<file path="config.mk">
export PLATFORM = sky130hd
export DESIGN_NAME = max_pool_1d
export DESIGN_NICKNAME = d
export VERILOG_FILES = /design/src/rtl/max_pool_1d.sv
export SDC_FILE = /design/constraint.sdc
export NUM_CORES = 1
export LEC_CHECK = 0
export BUFFER_PORTS_ARGS = -buffer_cell sky130_fd_sc_hd__buf_2
export CORE_ASPECT_RATIO = 0.5
export CORE_UTILIZATION = 40
export CTS_BUF_LIST = sky130_fd_sc_hd__clkbuf_8
export DETAILED_ROUTE_END_ITERATION = 6
export PLACE_DENSITY = 0.72
export SETUP_SLACK_MARGIN = 0.4
export SYNTH_ARGS = -nofsm -noshare
export SYNTH_HDL_FRONTEND = slang
export SYNTH_SLANG_ARGS = --single-unit
</file>
<file path="constraint.sdc">
create_clock -name clk -period 2.86 [get_ports clk]
set_input_delay 0.286 -clock clk [delete_from_list [all_inputs] [get_ports clk]]
set_output_delay 0.286 -clock clk [all_outputs]
set_load 0.03 [all_outputs]
</file>
<file path="src/rtl/max_pool_1d.sv">
// Non-overlapping 1D signed max-pooling stage with valid/ready on both sides.
// An end-of-frame marker on the input closes a partial window early.

package cnn1d_pkg;
    localparam int DATA_WIDTH = 12;
endpackage

module max_pool_1d #(
    parameter int DATA_WIDTH = cnn1d_pkg::DATA_WIDTH,
    parameter int POOL_SIZE  = 2
) (
    input  logic                  clk,
    input  logic                  rst,
    output logic                  pool_ready_in,
    input  logic                  pool_valid_in,
    input  logic [DATA_WIDTH-1:0] pool_data_in,
    input  logic                  pool_last_in,
    input  logic                  pool_ready_out,
    output logic                  pool_valid_out,
    output logic [DATA_WIDTH-1:0] pool_data_out,
    output logic                  pool_last_out
);

    localparam int CNT_W = (POOL_SIZE > 1) ? $clog2(POOL_SIZE) : 1;
    localparam logic [CNT_W-1:0] LAST_CNT = CNT_W'(POOL_SIZE - 1);
    localparam logic signed [DATA_WIDTH-1:0] MOST_NEG = {1'b1, {(DATA_WIDTH-1){1'b0}}};

    logic [CNT_W-1:0]             r_cnt;
    logic signed [DATA_WIDTH-1:0] r_acc;
    logic [DATA_WIDTH-1:0]        r_data;
    logic                         r_valid;
    logic                         r_last;

    logic                         w_closing;
    logic                         w_ready;
    logic                         w_accept;
    logic                         w_close_accept;
    logic signed [DATA_WIDTH-1:0] w_sample;
    logic signed [DATA_WIDTH-1:0] w_max;

    // Only a window-closing sample needs room in the output register.
    assign w_closing      = (r_cnt == LAST_CNT) | pool_last_in;
    assign w_ready        = ~rst & (~w_closing | ~r_valid | pool_ready_out);
    assign w_accept       = pool_valid_in & w_ready;
    assign w_close_accept = w_accept & w_closing;

    assign w_sample = $signed(pool_data_in);
    assign w_max    = (w_sample > r_acc) ? w_sample : r_acc;

    // NOTE: sequential state uses non-blocking assignments so every register
    // samples the pre-edge values of its neighbours, independent of statement order.
    always_ff @(posedge clk) begin
        if (rst) begin
            r_cnt   <= '0;
            r_acc   <= MOST_NEG;
            r_data  <= '0;
            r_valid <= 1'b0;
            r_last  <= 1'b0;
        end else begin
            if (w_close_accept) begin
                r_data  <= w_max;
                r_last  <= pool_last_in;
                r_valid <= 1'b1;
                r_acc   <= MOST_NEG;
                r_cnt   <= '0;
            end else begin
                if (w_accept) begin
                    r_acc <= w_max;
                    r_cnt <= r_cnt + 1'b1;
                end
                if (r_valid & pool_ready_out) begin
                    r_valid <= 1'b0;
                end
            end
        end
    end

    assign pool_ready_in  = w_ready;
    assign pool_valid_out = r_valid;
    assign pool_data_out  = r_data;
    assign pool_last_out  = r_last;

endmodule

</file>
* Word-level counts from Yosys, hierarchy flattened
Index checks and enable logic that the tools add are counted.
** Word-level totals
- Register bits :: 27
- Output and inout bits :: 15
- Logic and storage cells :: 22
** Cells by class
- $lt $le $gt $ge :: 1
- Reductions and logical operators :: 2
- Bitwise logic cells :: 10
- $add $sub $neg :: 1
- Mux-type cells :: 3
** Operator list (number)
- > comparator 12 bit :: 1
- two-way mux 12 bit :: 1
- bitwise AND 1 bit :: 4
- NOT 1 bit :: 3
- bitwise OR 1 bit :: 3
- two-way mux 1 bit :: 2
- nonzero test 2 bit :: 1
- OR reduction 2 bit :: 1
- adder 1 bit, second input constant :: 1

* Longest topological paths before layout
- Depth after elaboration :: 8
- Mapped depth :: 10

* Worst setup path after synthesis
No wires, ideal clock.
- Path type :: flip-flop to flip-flop
- Start point :: reg r_acc[1]
- End point :: reg r_data[0] (netlist: pool_data_out[0])
- Setup time :: 0.122 ns
- Setup slack :: 0.646 ns
- Data arrival time :: 2.092 ns
- Cell stages (with the launch flop) :: 10
- Data required time :: 2.738 ns
- Period minus slack after synthesis :: 2.214 ns
- Path buffers :: 1
- Cells stage by stage :: dfxtp_1 > inv_1 > ha_1 > nor2b_1 > o211ai_1 > a211oi_1 > or3_1 > and3_1 > buf_2 > a221o_1
** On the way
- Longest elaborated chain between the ends :: 2
** RTL lines
- start, declared :: line 29 : logic signed [DATA_WIDTH-1:0] r_acc;
- start signal, assigned :: line 68 : r_acc <= w_max;
- > comparator 12 bit :: line 48 : assign w_max = (w_sample > r_acc) ? w_sample : r_acc;
- two-way mux 12 bit :: line 48
- end signal, assigned :: line 61 : r_data <= w_max;
- end, declared :: line 30 : logic [DATA_WIDTH-1:0] r_data;
No other way between the ends.
A chain may end at the register's enable or synchronous reset.

* Worst setup path after layout
- Start point :: reg r_acc[1]
- End point :: reg r_data[11] (netlist: pool_data_out[11])
Same word-level chain as after synthesis.

==> impl_metrics.toml <==
[status]
outcome = "finished clean"

[place]
hpwl_um = 3020
port_buffers = 31
routabilityCongestion = 0.872

[pwr]
powerDensity_nw_per_um2 = 449
irDropWorstVdd_mv = 0.196
finalPower_w = 0.000937
power.leakage_nw = 0.846

[clocking]
cts.sink_count = 27
clkTransAtPathRegs_ns = 0.09
clk_path_buf_depth = 2
numCtsBuffers = 3
insertion_delay_ns = 0.27
holdBufCountCts = 0
root_buffer = "clkbuf_8"
htreeDepth = 1
cts_tree = "yes"

[synth]
async_reset_ff_frac = 0
synth_area_per_cell_um2 = 8.77
synth_cell_types = 36
seq_area_frac_synth = 0.307
synth_edf_count = 0
synth_ff_type = "dfxtp_1"
netlist_instances = 201
yosys_warnings = 0
syn-num-nets = 230
synthesis.area_um2 = 1760
ys_seq_elements = 27

[critical_path]
slowest_stage = "or3_4"
criticalPathCategory = "reg -> reg"
endpoint_kind = "register"
crit_chain = "inv_1, ha_1, nor2b_1, o211ai_1, a211oi_2, or3_4, and3b_2, a221o_1"
cp_max_fo = 9
worstPathRequired_ns = 3.02
cp-start-kind = "register"
critPathBufInv = 1
critPathArrivalTime_ns = 2.51
slowest_delay_ns = 0.45
regToRegSetupSlack_ns = 0.51
critical-path-top-delay-family = "simple AND/OR/NAND/NOR gates"

[cells_and_area]
nets = 261
final_common_cell = "buf_2"
final_cell_mix = "buf_2, inv_1, dfxtp_1"
area_growth_pct = 18.3
diodes = 0
drive_gt1_frac = 0.333
final.fill_count = 387

[global_routing]
antenna_found_initial = 0
grt_start_max_net_pins = 19
grt_pass1_vias = 1481
grt_overflow = 0
grt_pass1_wl_um = 6890
track_usage = 0.188

[routing]
routed_via_density = 5.65
drc = 0
routedWlPerCell_um = 15.3
wirelength_um = 4360
vias = 1609
first_pass_iters = 4
drt_iter0_markers = 83
drtAntennaViolNets = 0

[sta]
min_period_ns = 2.35
maxSlewViolCount = 0
final-setup-viol-count = 0
timing.final.crit_share = 0.822
slew_headroom = 0.531
worstMarginPinSlew_ns = 0.700
hold_viol = 0
fin_skew_ns = 0.00161
rsz0062_at_grt = "no"
hold_ws_ns = 0.257
max_freq_mhz = 425
fin_tns_setup_ns = 0

[floorplan]
start_util = 0.434
rows = 16
core_area_um2 = 4060
die_x_um = 95.9
die_h_um = 48.9
dieArea_um2 = 4690
io_pins = 32

[hold_path]
hold_class = "in -> reg"

[run]
maxCapViolations = 0
[cells by family after synthesis]
group                      synth area share
and+or+nand+nor                       0.142
adders and majority gates            0.0852
DFF                                   0.307
AOI/OAI and AO/OA                     0.300
buffers and inverters                0.0965
muxes                                0.0703
[where the power goes]
| group | switching [W] | total (W) | internal (W) | leakage (nW) |
|---|---|---|---|---|
| clock network | 0.000121 | 0.000217 | 0.0000964 | 0.0269 |
| logic | 0.000172 | 0.000299 | 0.000127 | 0.599 |
| registers | 0.0000177 | 0.000421 | 0.000403 | 0.220 |
| total | 0.000310 | 0.000937 | 0.000627 | 0.846 |
[layout make-up]
| class | instances | area (µm²) | share of cell area |
|---|---|---|---|
| Clock buffer | 3 | 41.3 | 0.0198 |
| Sequential cell | 27 | 542 | 0.260 |
| Inverter | 26 | 97.6 | 0.0468 |
| Multi-Input combinational cell | 134 | 1100 | 0.527 |
| Clock inverter | 1 | 3.75 | 0.00180 |
| Tap cell | 54 | 67.6 | 0.0324 |
| Timing Repair Buffer | 40 | 235 | 0.113 |
[path summary, 6_finish.rpt]
kind                   startpoint                end  cells past startpoint
setup / recovery         r_acc[1]  pool_data_out[11]                      8
hold / removal    pool_data_in[0]   pool_data_out[0]                      2
setup reg to reg         r_acc[1]  pool_data_out[11]                      8
hold reg to reg             r_cnt              r_cnt                      2
[synth_stat cells (all sizes together), types with 2 or more instances]
cell type,instances,area (µm²)
or2,2,15.0
buf,10,53.8
inv,26,97.6
a21oi,16,110
a21o,2,15.0
o32ai,12,105
a221o,12,120
nand2,18,67.6
nand4,3,18.8
nand3,11,55.1
mux2,11,124
ha,12,150
a211oi,2,27.5
nor2,5,18.8
clkbuf,5,18.8
a21bo,10,100
nor2b,2,12.5
or3,2,12.5
and3,3,18.8
dfxtp,27,541
[through the flow]
step | worst slack, ns | std cells | util | cell area (µm²)
final | 0.510 | 285 | 0.513 | 2090
after global routing | 0.392 | 285 | 0.513 | 2090
after CTS | 0.401 | 283 | 0.502 | 2040
after detailed placement | 0.296 | 279 | 0.489 | 1990
after global placement | 0.356 | 279 | 0.489 | 1990
after floorplan | 0.646 | 201 | - | 1760
[routing by layer]
layer / wire length [µm] / track usage
met4: 51 / 0.0522
met5: 0 / 0
met1: 2170 / 0.252
met3: 242 / 0.0514
met2: 1890 / 0.296
[flip-flops by register name (all words and copies together) (netlist names)]
name / cells
pool_data_out: 12
pool_last_out: 1
r_acc: 12
r_cnt: 1
pool_valid_out: 1
[worst register-to-register path, cell delays in order, from the launching register on]
cell and delay [ns]:
dfxtp_1 0.38, inv_1 0.06, ha_1 0.28, nor2b_1 0.14
o211ai_1 0.19, a211oi_2 0.13, or3_4 0.45, and3b_2 0.30
a221o_1 0.32
[repair_timing]
item,CTS,global route
resized for setup,3,6
setup buffers,0,1
endpoints found under the setup margin,12,24
cloned,0,1
No activity file was read; power rests on OpenSTA's default activity.
